--- config.mk ---
export PLATFORM = sky130hd
export DESIGN_NAME = vedic_mul_arbiter
export DESIGN_NICKNAME = d
export VERILOG_FILES = /design/src/rtl/vedic_mul_arbiter.sv
export SDC_FILE = /design/constraint.sdc
export NUM_CORES = 1
export LEC_CHECK = 0
export CORE_MARGIN = 3
export CORE_UTILIZATION = 37
export CTS_CLUSTER_DIAMETER = 30
export DETAILED_ROUTE_END_ITERATION = 10
export MAX_ROUTING_LAYER = met4
export PLACE_DENSITY = 0.76
export SETUP_SLACK_MARGIN = 0.05
export SYNTH_ARGS = -nofsm -noshare
export SYNTH_HDL_FRONTEND = slang
export SYNTH_SLANG_ARGS = --single-unit
--- constraint.sdc ---
create_clock -name clk -period 2.3 [get_ports clk]
set_input_delay 0.23 -clock clk [delete_from_list [all_inputs] [get_ports clk]]
set_output_delay 0.23 -clock clk [all_outputs]
set_load 0.01 [all_outputs]
--- src/rtl/vedic_mul_arbiter.sv ---
// Round-robin front end for a shared, non-stallable pipelined multiplier core.
// Issues one operand pair per cycle and routes each product back to its requester via a tag pipe.
module vedic_mul_arbiter #(
  parameter int N       = 4,
  parameter int W       = 4,
  parameter int LATENCY = 5,
  localparam int IDW    = $clog2(N),
  localparam int CW     = $clog2(LATENCY + 2)
) (
  input  logic               clk,
  input  logic               rst,
  input  logic               en,
  input  logic [N-1:0]       req_valid,
  input  logic [N*W-1:0]     req_a,
  input  logic [N*W-1:0]     req_b,
  output logic [N-1:0]       req_ready,
  output logic [W-1:0]       mul_a,
  output logic [W-1:0]       mul_b,
  input  logic [2*W-1:0]     mul_result,
  output logic [N-1:0]       rsp_valid,
  output logic [2*W-1:0]     rsp_data,
  output logic [IDW-1:0]     rsp_id,
  output logic               busy,
  output logic [CW-1:0]      inflight
);

  logic [IDW-1:0] ptr;
  logic [IDW-1:0] grant_id;
  logic [IDW-1:0] cand;
  logic           found;
  logic [N-1:0]   grant;
  logic           hs;
  logic [W-1:0]   sel_a;
  logic [W-1:0]   sel_b;

  // Tag pipe: stage s holds the op issued s edges ago; stage LATENCY lines up with mul_result.
  logic [LATENCY:0] tag_valid;
  logic [IDW-1:0]   tag_id [LATENCY+1];
  logic             retire;

  // NOTE: every always_comb output gets a default first so no path can infer a latch.
  always_comb begin
    grant_id = '0;
    cand     = '0;
    found    = 1'b0;
    grant    = '0;
    for (int k = 1; k <= N; k++) begin
      cand = IDW'((int'(ptr) + k) % N);
      if (!found && req_valid[cand]) begin
        found    = 1'b1;
        grant_id = cand;
      end
    end
    if (en && !rst && found) grant[grant_id] = 1'b1;
  end

  always_comb begin
    sel_a = '0;
    sel_b = '0;
    for (int i = 0; i < N; i++) begin
      if (grant_id == IDW'(i)) begin
        sel_a = req_a[i*W +: W];
        sel_b = req_b[i*W +: W];
      end
    end
  end

  assign req_ready = grant;
  assign hs        = |grant;
  assign retire    = tag_valid[LATENCY];
  assign busy      = (inflight != '0);

  always_ff @(posedge clk) begin
    if (rst) begin
      ptr       <= IDW'(N - 1);
      mul_a     <= '0;
      mul_b     <= '0;
      tag_valid <= '0;
      rsp_valid <= '0;
      rsp_data  <= '0;
      rsp_id    <= '0;
      inflight  <= '0;
    end else begin
      if (hs) begin
        ptr   <= grant_id;
        mul_a <= sel_a;
        mul_b <= sel_b;
      end
      tag_valid <= {tag_valid[LATENCY-1:0], hs};

      rsp_valid <= '0;
      if (retire) begin
        rsp_valid[tag_id[LATENCY]] <= 1'b1;
        rsp_data                   <= mul_result;
        rsp_id                     <= tag_id[LATENCY];
      end

      case ({hs, retire})
        2'b10:   inflight <= inflight + CW'(1);
        2'b01:   inflight <= inflight - CW'(1);
        default: inflight <= inflight;
      endcase
    end
  end

  // NOTE: the id array is left unreset; only the valid bits decide whether a tag means anything.
  always_ff @(posedge clk) begin
    tag_id[0] <= grant_id;
    for (int s = 1; s <= LATENCY; s++) tag_id[s] <= tag_id[s-1];
  end

endmodule
Word-level counts from Yosys, hierarchy flattened
Memories as Yosys holds them, arrays and structs flattened.
Index checks and enable logic that the tools add are counted.
Storage, ports and cells
  memories kept: 1
  logic and storage cells: 75
  register bits: 33
  output and inout bits: 30
  memory bits (writable): 12
Operators by class
  add/subtract/negate cells: 6
  bitwise gates (word level): 1
  $lt $le $gt $ge: 8
  reduce and logical (&&, ||, !) cells: 16
  equality and inequality tests: 5
  muxes and demuxes: 30
Memories
  tag_id: depth 6, bits a word 2, rd ports 6, clocked after memory_dff 0, wr ports 6, line 38  | logic [IDW-1:0] tag_id [LATENCY+1];
Operator list (count)
  $mux W4: 9
  $lt A2 B3 Y1 const B: 6
  $mux W1: 10
  $bmux W1 S2: 4
  $mux W2: 4
  $logic_and A1 B1 Y1: 7
  $eq A2 B2 Y1 const B: 3
  $pmux W3 S2: 1
  $add A2 B1 Y2 const B: 2
  $add A2 B2 Y2 const B: 2
  $demux W1 S2: 2
  $eq A2 B1 Y1 const B: 2
  $ge A2 B1 Y1 const B: 2
  $logic_not A1 Y1: 4
  $reduce_or A4 Y1: 1
  $add A3 B1 Y3 const B: 1
  $reduce_bool A3 Y1: 1
  $sub A3 B1 Y3 const B: 1
  $logic_not A2 Y1: 1
  $reduce_bool A2 Y1: 1
  $reduce_or A2 Y1: 1
  $not A1 Y1: 1

Depth between registers and ports, before layout
  word-level depth: 21
  depth in mapped cells: 9
  depth with buffers taken out: 9

Worst setup path before layout
No wires, ideal clock.
  path kind: input to register
  from: input port req_valid[3]
  to: register inflight[2]
  path buffers: 0
  setup time: 71 ps
  required time: 2229 ps
  slack: 127 ps
  data arrival time: 2102 ps
  stages: 9
  cell sequence: o41ai_2 > nor2_1 > inv_1 > ha_1 > inv_1 > fa_1 > xor2_1 > or3_1 > a21oi_1
On the way
  word-level cells in the longest chain between the ends: 20
  elaborated cells on any way between the ends: 34
RTL lines
  start, declared: line 13  | input logic [N-1:0] req_valid,
  $bmux W1 S2: line 49  | if (!found && req_valid[cand]) begin
  $mux W1 (not written as such): line 49
  $mux W1: line 49
  $logic_not A1 Y1: line 49
  $logic_and A1 B1 Y1: line 49
  $mux W1: line 49
  $logic_not A1 Y1: line 49
  $logic_and A1 B1 Y1: line 49
  [... 4 more ...]
  $lt A2 B3 Y1 (not written as such) or $ge A2 B1 Y1 (tied branches): line 54  | if (en && !rst && found) grant[grant_id] = 1'b1;
  $logic_and A1 B1 Y1 (not written as such): line 54
  $mux W1 (not written as such): line 54
  $demux W1 S2: line 54
  $mux W4 (*): line 54
  $reduce_or A4 Y1 (*): line 69  | assign hs = |grant;
  $eq A2 B1 Y1 or $eq A2 B2 Y1 (tied branches): line 98  | case ({hs, retire})
  $pmux W3 S2 or $reduce_bool A2 Y1 (tied branches)
  end signal, assigned: line 99  | 2'b10: inflight <= inflight + CW'(1);
  end signal, assigned: line 100  | 2'b01: inflight <= inflight - CW'(1);
  end signal, assigned: line 101  | default: inflight <= inflight;
  end, declared: line 24  | output logic [CW-1:0] inflight
Every way passes the cells marked *; elsewhere a longest branch is shown, timed or not. The select of a mux whose other input is x is not followed.
A chain may end at the register's enable or synchronous reset.

Worst setup path in the final report
  from: input port req_valid[3]
  to: output port req_ready[2]
On the way
  word-level cells in the longest chain between the ends: 17
  elaborated cells on any way between the ends: 29
RTL lines
  $bmux W1 S2: line 49
  $mux W1 (not written as such): line 49
  $mux W1: line 49
  $logic_not A1 Y1: line 49
  $logic_and A1 B1 Y1: line 49
  $mux W1: line 49
  $logic_not A1 Y1: line 49
  $logic_and A1 B1 Y1: line 49
  [... 2 more ...]
  $logic_and A1 B1 Y1: line 49
  $mux W2 (*): line 49
  net grant_id[0]: line 28  | logic [IDW-1:0] grant_id;
  $lt A2 B3 Y1 (not written as such) or $ge A2 B1 Y1 (tied branches): line 54
  $logic_and A1 B1 Y1 (not written as such): line 54
  $mux W1 (not written as such): line 54
  $demux W1 S2 (*): line 54
  $mux W4 (*): line 54
  end, declared: line 16  | output logic [N-1:0] req_ready,
Mark *: on every way through the listed nets, which the timed path passes. The rest lies on a longest branch. The select of a mux whose other input is x is not followed.

==> impl_metrics.xml <==
<?xml version="1.0" encoding="UTF-8"?>
<metrics>
  <group name="cells_and_area">
    <metric name="share_of_cells_above_drive_strength_1" unit="%">11.8</metric>
    <metric name="insertedDiodeCount" unit="">0</metric>
    <metric name="utilization" unit="%">63.8</metric>
    <metric name="fillers" unit="">350</metric>
    <metric name="num-nets-final" unit="">302</metric>
    <metric name="area_grow_syn2layout" unit="%">59.5</metric>
    <metric name="fin_cells" unit="">304</metric>
  </group>
  <group name="power">
    <metric name="leakagePower" unit="nW">1.12</metric>
    <metric name="irDropWorstVdd" unit="mV">0.337</metric>
    <metric name="pwr_density_cell" unit="mW/mm^2">613</metric>
  </group>
  <group name="routing">
    <metric name="drc" unit="">0</metric>
    <metric name="route.vias.total" unit="">1448</metric>
    <metric name="wirelength" unit="mm">3.74</metric>
    <metric name="first_pass_iters" unit="">4</metric>
    <metric name="postRouteAntennaNets" unit="">0</metric>
    <metric name="routed_via_density" unit="">4.76</metric>
    <metric name="drtIter0Drc" unit="">37</metric>
    <metric name="post_drt_wl_per_cell" unit="um">12.3</metric>
  </group>
  <group name="timing">
    <metric name="fmax" unit="GHz">0.473</metric>
    <metric name="worst_slew_pin_slew" unit="ns">0.343</metric>
    <metric name="setup_repair_after_global_routing_missed_its_margin" unit="">true</metric>
    <metric name="post-route-period-util" unit="%">91.9</metric>
    <metric name="totalNegativeSetupSlack" unit="ns">0</metric>
    <metric name="finalHoldViolations" unit="">0</metric>
    <metric name="layout_min_cycle_time" unit="ns">2.11</metric>
    <metric name="slew_viol_final" unit="">0</metric>
    <metric name="setup_viol" unit="">0</metric>
    <metric name="relSlewSlack" unit="%">77.1</metric>
    <metric name="final.setup.worst_slack" unit="ns">0.185</metric>
    <metric name="finalClockSkew" unit="ns">0.00650</metric>
  </group>
  <group name="clock_network">
    <metric name="clkSinkCount" unit="">45</metric>
    <metric name="clockRootBuffer" unit="">sky130_fd_sc_hd__clkbuf_8</metric>
    <metric name="tritoncts" unit="">yes</metric>
    <metric name="cts-buffers-inserted" unit="">5</metric>
    <metric name="clk_pin_slew" unit="ns">0.08</metric>
    <metric name="htree_levels" unit="">2</metric>
    <metric name="clockBufferDepth" unit="">2</metric>
    <metric name="clock_insertion_delay_worst_skew" unit="ns">0.30</metric>
    <metric name="cts-hold-fix-buffers" unit="">0</metric>
  </group>
  <group name="synthesis">
    <metric name="synth.lib_cells_used.distinct" unit="">29</metric>
    <metric name="proportion_of_synthesized_chip_area_in_sequential_cells" unit="%">53.6</metric>
    <metric name="syn_area_per_cell" unit="um^2">10.5</metric>
    <metric name="dominantRegCellSynth" unit="">sky130_fd_sc_hd__dfxtp_1</metric>
    <metric name="syn-instance-count" unit="">160</metric>
    <metric name="ys_top_cells_by_area" unit="">sky130_fd_sc_hd__dfxtp_1 (54%), sky130_fd_sc_hd__mux2i_1 (15%), sky130_fd_sc_hd__nor2_1 (4.5%)</metric>
    <metric name="yosys-top-cells-count" unit="">sky130_fd_sc_hd__dfxtp_1 (45), sky130_fd_sc_hd__mux2i_1 (25), sky130_fd_sc_hd__nor2_1 (20), sky130_fd_sc_hd__nand2_1 (13), sky130_fd_sc_hd__o221ai_1 (8)</metric>
    <metric name="synthesis.yosys.warnings" unit="">0</metric>
    <metric name="area_share_of_the_largest_cell_type_after_synthesis" unit="%">53.6</metric>
    <metric name="async_reset_ff_share" unit="%">0</metric>
    <metric name="synth_area" unit="mm^2">0.00168</metric>
    <metric name="synthDominantAreaCellType" unit="">sky130_fd_sc_hd__dfxtp_1</metric>
    <metric name="number_of_enable_type_register_cells_in_the_synthesized_netlist" unit="">0</metric>
    <metric name="postSynthNetCount" unit="">209</metric>
    <metric name="yosysMostFrequentCell" unit="">sky130_fd_sc_hd__dfxtp_1</metric>
    <metric name="yosys_register_bits" unit="">45</metric>
  </group>
  <group name="grt">
    <metric name="grt_use_total" unit="%">14.8</metric>
    <metric name="grt_pass1_vias" unit="">1393</metric>
    <metric name="wire_length_of_the_first_global_routing_pass" unit="mm">5.91</metric>
    <metric name="number_of_antenna_violations_at_the_first_check_in_global_routing" unit="">0</metric>
    <metric name="remaining_overflow_grt" unit="">0</metric>
    <metric name="grt_start_max_net_pins" unit="">22</metric>
  </group>
  <group name="status">
    <metric name="run_status" unit="">complete, no violations</metric>
  </group>
  <group name="die">
    <metric name="ioPinCount" unit="">77</metric>
    <metric name="placeableCoreArea" unit="mm^2">0.00420</metric>
    <metric name="row_count" unit="">23</metric>
    <metric name="die-width" unit="um">73.4</metric>
    <metric name="dieArea" unit="mm^2">0.00539</metric>
    <metric name="initial_utilization" unit="%">40.0</metric>
    <metric name="die_height" unit="um">73.4</metric>
  </group>
  <group name="worst_setup_path">
    <metric name="crit-reg2reg-launch" unit="">ptr[0]</metric>
    <metric name="timing.critical_path.required" unit="ns">2.07</metric>
    <metric name="worstSetupStartpointType" unit="">primary input</metric>
    <metric name="critical_path_class" unit="">in2out</metric>
    <metric name="critical_path_peak_fanout" unit="">4</metric>
    <metric name="critical_path.startpoint" unit="">req_valid[3]</metric>
    <metric name="worstSetupEndpointType" unit="">output port</metric>
    <metric name="critPathArrivalTime" unit="ns">1.88</metric>
  </group>
  <group name="placed_design">
    <metric name="dpl_worst_slack" unit="ns">-0.206</metric>
    <metric name="port_buffers" unit="">76</metric>
    <metric name="dp.cells" unit="">295</metric>
    <metric name="detailedPlacementHpwl" unit="mm">2.92</metric>
    <metric name="routability_driven_placement_congestion_ratio" unit="">0.683</metric>
  </group>
  <group name="job">
    <metric name="max_cap_violations" unit="">0</metric>
  </group>
  <group name="worst_hold_path">
    <metric name="min_from" unit="">tag_id[2][0]</metric>
    <metric name="worst_min_delay_path_category" unit="">reg2reg</metric>
  </group>
</metrics>
## where the power goes
group          internal, mW  total, mW  leakage [nW]  switching [mW]
registers             0.832      0.856         0.370          0.0239
logic                 0.186      0.303         0.702           0.117
clock network         0.215      0.485        0.0445           0.270
## kinds of logic (layout without fill, tap and decap cells)
| kind of cell | after synthesis | after routing | share of synthesized area (%) |
|---|---|---|---|
| DFF | 45 | 45 | 53.6 |
| and+or+nand+nor | 49 | 49 | 13.2 |
| muxes | 25 | 25 | 14.9 |
| AOI/OAI and AO/OA | 22 | 22 | 10.6 |
| xor gates and xnor gates | 2 | 2 | 1.04 |
| buffers and inverters | 15 | 109 | 4.76 |
| adders and majority gates | 2 | 2 | 1.93 |
## path summary, 6_finish.rpt
check | endpoint | slack, ns | cells after the start
worst max-delay path | req_ready[2] | 0.19 | 9
worst min-delay path | tag_id[3][0] | 0.33 | 0
worst max register to register | mul_a[2] | 0.60 | 7
worst min register to register | tag_id[3][0] | 0.33 | 0
## final cells by class
class | instances | area [um^2] | share of cell area [%]
clock buffer | 5 | 68.8 | 2.57
tap | 50 | 62.6 | 2.33
clock inverter | 3 | 21.3 | 0.793
multi-input combinational | 100 | 712 | 26.5
timing repair buffer | 92 | 883 | 32.9
sequential | 45 | 901 | 33.6
inverter | 9 | 33.8 | 1.26
## stage by stage
step / hold WS (ns) / total power, mW / area, um^2
finish: 0.327 / 1.64 / 2680
global route: 0.335 / 1.74 / 2680
CTS: 0.333 / 1.66 / 2660
detailed placement: 0.312 / 1.18 / 2570
global placement: 0.311 / 1.17 / 2570
floorplan: 0.310 / 1.01 / 1680
## state kept, by name, summed over array words and instances, names as in the netlist
signal	count
mul_a	4
inflight	3
ptr	2
tag_id	12
rsp_valid	4
rsp_id	2
mul_b	4
rsp_data	8
tag_valid	6
## layout by cell type, fill, tap and decap left out, types with 2 or more instances in the layout
cell	count
sky130_fd_sc_hd__a21oi_1	4
sky130_fd_sc_hd__buf_4	16
sky130_fd_sc_hd__clkbuf_8	5
sky130_fd_sc_hd__clkdlybuf4s50_1	69
sky130_fd_sc_hd__dfxtp_1	45
sky130_fd_sc_hd__dlygate4sd2_1	4
sky130_fd_sc_hd__dlymetal6s2s_1	3
sky130_fd_sc_hd__inv_1	7
sky130_fd_sc_hd__inv_2	2
sky130_fd_sc_hd__mux2i_1	25
sky130_fd_sc_hd__nand2_1	13
sky130_fd_sc_hd__nand2_2	2
sky130_fd_sc_hd__nand2b_1	4
sky130_fd_sc_hd__nor2_1	20
sky130_fd_sc_hd__nor2b_1	5
sky130_fd_sc_hd__nor3_1	2
sky130_fd_sc_hd__o211ai_1	2
sky130_fd_sc_hd__o221ai_1	8
sky130_fd_sc_hd__o22ai_1	2
sky130_fd_sc_hd__or3_1	2
sky130_fd_sc_hd__xor2_1	2
## layer usage
layer	routed length, um	up-vias	GRT usage, %
met4	71	0	7.44
met5	0	-	-
li1	-	736	-
met1	1450	626	14.7
met2	1740	78	24.1
met3	485	8	7.25
## repair_timing
| item | 4_1_cts | 5_1_grt |
|---|---|---|
| buffers inserted | 0 | 1 |
| endpoints found under the setup margin | 4 | 1 |
| pin swaps | 0 | 2 |
| resized for setup | 4 | 4 |
## worst max-delay path: stages
cell	delay (ns)
sky130_fd_sc_hd__clkdlybuf4s50_1	0.47
sky130_fd_sc_hd__buf_4	0.17
sky130_fd_sc_hd__inv_2	0.06
sky130_fd_sc_hd__o22ai_1	0.10
sky130_fd_sc_hd__a221oi_2	0.27
sky130_fd_sc_hd__buf_4	0.17
sky130_fd_sc_hd__inv_2	0.04
sky130_fd_sc_hd__nor2_1	0.09
sky130_fd_sc_hd__dlygate4sd2_1	0.29
Note: power is estimated with default switching activity, not from simulation.
